==> src/rtl/hilo_muldiv.sv <==
// hilo_muldiv: execute-stage HI/LO unit running MULT/MULTU/DIV/DIVU and MTHI/MTLO.
// Define MUL_ITER_EN for a WIDTH-cycle shift-add multiply instead of the single-cycle array multiply.
module hilo_muldiv #(
    parameter int WIDTH = 32
) (
    input  logic             clk,
    input  logic             resetn,
    input  logic             valid,
    input  logic [4:0]       alucontrol,
    input  logic [WIDTH-1:0] a,
    input  logic [WIDTH-1:0] b,
    input  logic             flush,
    output logic             stall_o,
    output logic             done_o,
    output logic [WIDTH-1:0] hi_o,
    output logic [WIDTH-1:0] lo_o
);
    localparam logic [4:0] DIV_CONTROL   = 5'b10000;
    localparam logic [4:0] DIVU_CONTROL  = 5'b10001;
    localparam logic [4:0] MULT_CONTROL  = 5'b10010;
    localparam logic [4:0] MULTU_CONTROL = 5'b10011;
    localparam logic [4:0] MTHI_CONTROL  = 5'b10100;
    localparam logic [4:0] MTLO_CONTROL  = 5'b10101;
    localparam int         CW            = $clog2(WIDTH) + 1;

    typedef enum logic [1:0] {S_IDLE, S_MUL, S_DIV, S_FIX} state_t;

    state_t           r_state, w_next;
    logic [CW-1:0]    r_cnt;
    logic [WIDTH-1:0] r_hi, r_lo;
    logic [WIDTH-1:0] r_rem, r_quo, r_opb;
    logic             r_sa, r_sb, r_signed, r_is_mul;

    logic             w_is_mul, w_is_div, w_is_signed, w_issue, w_last_iter;
    logic             w_sa, w_sb, w_neg_q, w_neg_r;
    logic [WIDTH-1:0] w_abs_a, w_abs_b, w_fix_hi, w_fix_lo;
    logic [WIDTH:0]   w_shift, w_trial;
    logic [2*WIDTH-1:0] w_prod_fix;

    function automatic logic [WIDTH-1:0] magnitude(input logic [WIDTH-1:0] v, input logic neg);
        return neg ? -v : v;
    endfunction

    assign w_is_mul    = (alucontrol == MULT_CONTROL) || (alucontrol == MULTU_CONTROL);
    assign w_is_div    = (alucontrol == DIV_CONTROL)  || (alucontrol == DIVU_CONTROL);
    assign w_is_signed = (alucontrol == MULT_CONTROL) || (alucontrol == DIV_CONTROL);
    assign w_sa        = w_is_signed & a[WIDTH-1];
    assign w_sb        = w_is_signed & b[WIDTH-1];
    assign w_abs_a     = magnitude(a, w_sa);
    assign w_abs_b     = magnitude(b, w_sb);
    assign w_issue     = (r_state == S_IDLE) && valid && (w_is_mul || w_is_div) && !flush;
    assign w_last_iter = (r_cnt == CW'(WIDTH - 1));

    // Restoring division step: shift in the next dividend bit, try to subtract the divisor.
    assign w_shift = {r_rem, r_quo[WIDTH-1]};
    assign w_trial = w_shift - {1'b0, r_opb};

`ifdef MUL_ITER_EN
    logic [WIDTH:0] w_sum;
    assign w_sum = {1'b0, r_rem} + (r_quo[0] ? {1'b0, r_opb} : '0);
`else
    logic [2*WIDTH-1:0] w_prod;
    assign w_prod = {{WIDTH{1'b0}}, w_abs_a} * {{WIDTH{1'b0}}, w_abs_b};
`endif

    // Magnitude results are sign-corrected only on the way into HI/LO.
    assign w_neg_q    = r_signed & (r_sa ^ r_sb);
    assign w_neg_r    = r_signed & r_sa;
    assign w_prod_fix = w_neg_q ? -{r_rem, r_quo} : {r_rem, r_quo};
    assign w_fix_hi   = r_is_mul ? w_prod_fix[2*WIDTH-1:WIDTH] : magnitude(r_rem, w_neg_r);
    assign w_fix_lo   = r_is_mul ? w_prod_fix[WIDTH-1:0]       : magnitude(r_quo, w_neg_q);

    always_comb begin
        w_next  = r_state;
        stall_o = 1'b0;
        done_o  = 1'b0;
        case (r_state)
            S_IDLE: begin
                if (w_issue) begin
                    stall_o = 1'b1;
                    if (w_is_mul) begin
`ifdef MUL_ITER_EN
                        w_next = S_MUL;
`else
                        w_next = S_FIX;
`endif
                    end else if (b == '0) begin
                        w_next = S_FIX;
                    end else begin
                        w_next = S_DIV;
                    end
                end
            end
            S_MUL, S_DIV: begin
                stall_o = 1'b1;
                if (w_last_iter) w_next = S_FIX;
            end
            S_FIX: begin
                done_o = 1'b1;
                w_next = S_IDLE;
            end
            default: w_next = S_IDLE;
        endcase
        if (flush) begin
            w_next  = S_IDLE;
            stall_o = 1'b0;
            done_o  = 1'b0;
        end
    end

    always_ff @(posedge clk or negedge resetn) begin
        if (!resetn) begin
            r_state <= S_IDLE;
            r_cnt   <= '0;
        end else begin
            r_state <= w_next;
            if (r_state == S_MUL || r_state == S_DIV) r_cnt <= r_cnt + CW'(1);
            else                                       r_cnt <= '0;
        end
    end

    always_ff @(posedge clk or negedge resetn) begin
        if (!resetn) begin
            r_hi <= '0;
            r_lo <= '0;
        end else if (r_state == S_FIX && !flush) begin
            r_hi <= w_fix_hi;
            r_lo <= w_fix_lo;
        end else if (r_state == S_IDLE && valid && !flush) begin
            if (alucontrol == MTHI_CONTROL) r_hi <= a;
            if (alucontrol == MTLO_CONTROL) r_lo <= a;
        end
    end

    // Working registers: r_rem/r_quo hold remainder/quotient or the high/low product halves.
    always_ff @(posedge clk) begin
        if (w_issue) begin
            r_sa     <= w_sa;
            r_sb     <= w_sb;
            r_signed <= w_is_signed;
            r_is_mul <= w_is_mul;
            if (w_is_mul) begin
`ifdef MUL_ITER_EN
                r_rem <= '0;
                r_quo <= w_abs_b;
                r_opb <= w_abs_a;
`else
                {r_rem, r_quo} <= w_prod;
                r_opb          <= w_abs_b;
`endif
            end else if (b == '0) begin
                r_rem    <= a;
                r_quo    <= '1;
                r_opb    <= b;
                r_signed <= 1'b0;
            end else begin
                r_rem <= '0;
                r_quo <= w_abs_a;
                r_opb <= w_abs_b;
            end
        end else if (r_state == S_DIV) begin
            if (!w_trial[WIDTH]) begin
                r_rem <= w_trial[WIDTH-1:0];
                r_quo <= {r_quo[WIDTH-2:0], 1'b1};
            end else begin
                r_rem <= w_shift[WIDTH-1:0];
                r_quo <= {r_quo[WIDTH-2:0], 1'b0};
            end
        end
`ifdef MUL_ITER_EN
        else if (r_state == S_MUL) begin
            r_rem <= w_sum[WIDTH:1];
            r_quo <= {w_sum[0], r_quo[WIDTH-1:1]};
        end
`endif
    end

    assign hi_o = r_hi;
    assign lo_o = r_lo;

endmodule

==> config.mk <==
export PLATFORM = sky130hd
export DESIGN_NAME = hilo_muldiv
export DESIGN_NICKNAME = d
export VERILOG_FILES = /design/src/rtl/hilo_muldiv.sv
export SDC_FILE = /design/constraint.sdc
export NUM_CORES = 2
export LEC_CHECK = 0
export CORE_ASPECT_RATIO = 1.4
export CORE_UTILIZATION = 60
export CTS_BUF_LIST = sky130_fd_sc_hd__clkbuf_16
export DETAILED_ROUTE_END_ITERATION = 8
export PLACE_DENSITY_LB_ADDON = 0.08
export SETUP_SLACK_MARGIN = 0.3
export SKIP_LAST_GASP = 1
export SYNTH_ARGS = -nofsm -noshare
export SYNTH_HDL_FRONTEND = slang
export SYNTH_SLANG_ARGS = --single-unit
==> constraint.sdc <==
create_clock -name clk -period 4.65 [get_ports clk]
set_input_delay 0.93 -clock clk [delete_from_list [all_inputs] [get_ports clk]]
set_output_delay 0.93 -clock clk [all_outputs]
set_load 0.1 [all_outputs]
# --- Word level (Yosys, flattened, before mapping) ---
# Index checks and enable logic that the tools add are counted.
word_totals:
  word_cells: 96
  out_inout_bits: 66
  register_bits: 172
  inputBits: 73
classes:
  n_eq_ne: 12
  add_sub_neg: 7
  n_bitwise: 5
  n_reduce_logical: 21
  mux: 39
  n_mul: 1
op_table:
  columns: ["cell", "count"]
  rows:
  - ["$mux W32", 23]
  - ["$neg A32 Y32", 4]
  - ["$mul A32 B32 Y64", 1]
  - ["$mux W64", 1]
  - ["$neg A64 Y64", 1]
  - ["$sub A33 B32 Y33", 1]
  - ["$logic_not A32 Y1", 1]
  - ["$eq A5 B5 Y1 const B", 6]
  - ["$mux W1", 9]
  - ["$reduce_bool A2 Y1", 4]
  - ["$add A6 B1 Y6 const B", 1]
  - ["$eq A6 B5 Y1 const B", 1]
  - ["$mux W2", 3]
  - ["$mux W6", 1]
  - ["$ne A3 B3 Y1 const B", 2]
  - ["$pmux W2 S3", 1]
  - ["$reduce_and A2 Y1", 3]
  - ["$logic_and A1 B1 Y1", 5]
  - ["$logic_or A1 B1 Y1", 5]
  - ["$and A1 B1 Y1", 4]
  - ["$eq A2 B2 Y1 const B", 2]
  - ["$eq A2 B1 Y1 const B", 1]
  - ["$logic_not A2 Y1", 1]
  - ["$pmux W1 S2", 1]
  - ["3 further kinds", 3]

# --- Depth between registers and ports, before layout ---
logic_depth:
  word_depth: 8
  ltp_mapped: 38

# --- Least setup slack after synthesis ---
# OpenSTA, ideal clock, no wires.
synth_timing:
  kind: "input port to flip-flop"
  start: "input a[6]"
  end: "register r_rem[26], data pin"
  setup_time_ns: 0.274
  required_ns: 4.376
  t_arrival_ns: 9.916
  slack_ns: -5.540
  path_stages: 35
  cell_sequence: "buf_4 -> or4_4 -> nor4_4 -> nand2b_1 -> nor4_2 -> nand3_1 -> nor4_4 -> a21oi_1 -> xor2_1 -> clkbuf_1 -> nand2_1 -> fa_1 -> inv_1 -> fa_1 -> fa_1 -> inv_1 -> fa_1 -> inv_1 -> fa_1 -> fa_1 -> fa_1 -> inv_1 -> fa_1 -> inv_1 -> ha_1 -> clkbuf_1 -> nand4_1 -> or4_1 -> or3_1 -> o221ai_1 -> a21o_1 -> a41oi_1 -> xnor2_1 -> a22oi_1 -> a22oi_1"
synth_via:
  elab_chain_len: 5
synth_rtl:
  columns: ["item", "line_no", "text"]
  rows:
  - ["from (decl)", "10", "input logic [WIDTH-1:0] a,"]
  - ["$neg A32 Y32", "41", "return neg ? -v : v;"]
  - ["$mux W32 *", "41", null]
  - ["$mul A32 B32 Y64 *", "63", "assign w_prod = {{WIDTH{1'b0}}, w_abs_a} * {{WIDTH{1'b0}}, w_abs_b};"]
  - ["$mux W32 *", "142", "if (w_is_mul) begin"]
  - ["$mux W32 *", "137", "if (w_issue) begin"]
  - ["to (signal assigned)", "148", "{r_rem, r_quo} <= w_prod;"]
  - ["to (signal assigned)", "163", "r_rem <= w_trial[WIDTH-1:0];"]
  - ["to (signal assigned)", "166", "r_rem <= w_shift[WIDTH-1:0];"]
  - ["to (decl)", "31", "logic [WIDTH-1:0] r_rem, r_quo, r_opb;"]
# Mark *: on every way between the ends. The rest lies on a longest branch, timed or not.
# A chain may end at the register's enable or synchronous reset.

# --- Final worst setup path ---
layout_timing:
  start: "input a[6]"
  end: "register r_rem[5], data pin"
# Same word-level chain as after synthesis.

==> metrics.txt <==
failing checks=design-rule violations, negative setup slack; Port Buffers=138; status=complete, but fails checks; crit start category=primary input; Seq cells post-synth=172; via count=43.6k; area of the die=76400 µm²; RSZ-0062 raised after global routing=yes; vias in the first global route=44.6k; dpl cells=6877; boundary pin count=139; top cells by area, synth=fa_1 40%, ha_1 8.4%, inv_1 8.0%, edfxtp_1 6.7%, nand2_1 5.7%; PnR worst setup slack=-5.31 ns; first-pass GRT wire length=270 mm; Vert. Die Dim=327 µm; GPL Wtd Cong=1.06; commonest non-fill, non-tap cell in the layout=inv_1; Slew @ Worst Pin=1.32 ns; Mapped Avg Cell Area=8.59 µm²; Max-Cap Viols=0; storage element area=4800 µm²; CTS H-tree depth=4; ys flop type=edfxtp_1; Period minus WS final=9.96 ns; Die X=234 µm; most frequent cells in the layout=931 x inv_1, 847 x fa_1, 743 x buf_4; Yosys cell types=80; relative slew slack=11.4%; largest net degree at the start of global routing=77; Final Setup Violations=60; EDFF count, synth=100; Rows=118; vias per cell=6.20; setup TNS=-266.44 ns; final WL=191 mm; Post-Synthesis Net Count=6532; Setup Crit Path Kind=primary input to flop; Clock Latency Late Sink=0.51 ns; synthesized instance count=5258; cell family with most CP delay=adder cells; Initial DRC Count=5296; Final ANT Viol Nets=0; Hold Path Class=flop to flop; Root Buffer=clkbuf_16; Seq/Total Area, Yosys=10.6%; Async S/R FF share, synth=41.9%; Final Non-Filler Cells=7040; Crit path top cell by count=fa_1; share of post-route cells with drive strength above 1=24.0%; Clock Skews=0.0298 ns; area grow syn2layout=30.3%; fill count=4758; post-synth top area share=39.8%; GRT Util Overall=49.1%; Max FO, Critical Path=4; WP data required=4.89 ns; crit share post-route=214%; critical path capture point type=flop; WP buf/inv=9; drt drc=60; CORE AREA=74300 µm²; Num CTS Buffers=25; drt pass-1 iters=8; Critical Path AT=10.19 ns; initial antenna violation count=24; utilization after layout=79.2%; synthesized area=45200 µm²; post-synth top area cell=fa_1; final hold vios=0; Worst path slowest cell=fa_2; Final Slew Violations=0; DP Wirelength=151 mm; total grt overflow=0; Hold Slack=0.481 ns; WL/cell=27.1 µm; synth warn=0; CTS tree=done; Nets=7335; Achievable Freq=100 MHz; initial core utilization=60.8%; multi-input logic area=38700 µm²; slowest cell delay on critical path=0.67 ns; clock transition at the registers of the reported paths=0.06 ns; Max clock buf depth=3; clock sink total=172
[state kept, by name, indices dropped and copies added (netlist names)]
| register | count |
|---|---|
| r_signed | 1 |
| r_rem | 32 |
| r_is_mul | 1 |
| r_quo | 32 |
| lo_o | 32 |
| r_state | 2 |
| r_sb | 1 |
| r_sa | 1 |
| r_opb | 32 |
| r_cnt | 6 |
| hi_o | 32 |
[through the flow]
stage / instance area [µm²] / setup slack [ns]
3_5_place_dp: 54600 / -6.22
2_1_floorplan: 46000 / -5.11
3_3_place_gp: 54600 / -6.06
4_1_cts: 57200 / -5.19
6_report: 58800 / -5.31
5_1_grt: 58800 / -5.55
[synthesized netlist by cell type, drive strengths merged, types with 25 or more instances]
library cell,instances
dfrtp,72
a21oi,189
ha,304
nand3,41
xor2,111
o21ai,194
nor3,57
nand4,25
and2,29
xnor2,117
nor2,682
nand2,691
inv,966
edfxtp,100
fa,897
clkbuf,230
mux2i,70
a21o,49
buf,48
[layer usage]
layer	up-vias	global-route usage (%)	wire length, µm
li1	17883	-	-
met1	21185	56.0	60400
met2	3317	75.8	83900
met3	1220	14.1	24600
met4	16	41.4	21400
met5	-	0	253
[final cells by class]
cell class                      instances  area share, %
Sequential cell                       172           8.17
Clock buffer                           26           1.11
Antenna cell                           14         0.0595
Inverter                              982           6.33
Multi-Input combinational cell       3826           65.7
Tap cell                              960           2.04
Clock inverter                          6         0.0893
Timing Repair Buffer                 1054           16.5
[worst paths after layout]
kind,endpoint,from,slack (ns),depth (start not counted)
setup / recovery,r_rem[5],a[6],-5.31,36
hold reg to reg,r_cnt[0],r_cnt[0],0.48,1
min in group asynchronous,hi_o[24],resetn,0.56,1
max in group asynchronous,lo_o[4],resetn,3.15,2
hold / removal,r_cnt[0],r_cnt[0],0.48,1
setup reg to reg,r_rem[11],r_quo[31],0.38,15
[cells by family (layout without fill, tap and decap cells)]
kind of cell / count (synthesis) / after routing / synth area share (%)
AOI/OAI and AO/OA: 655 / 655 / 8.92
other: 0 / 14 / 0
muxes: 73 / 73 / 1.63
and+or+nand+nor: 1669 / 1669 / 15.6
buffers and inverters: 1260 / 2068 / 10.6
adders and majority gates: 1201 / 1201 / 48.2
DFF: 172 / 172 / 10.6
xor gates and xnor gates: 228 / 228 / 4.42
[timing repair]
item	in CTS	in global routing
hold buffers	0	0
setup endpoints to repair	61	61
gates resized for setup	308	280
buffers inserted	60	54
cloned	1	2
pin swaps	172	228
Power is not shown: default switching activity piles up to over one toggle a cycle in this logic, so the estimate is an artifact.
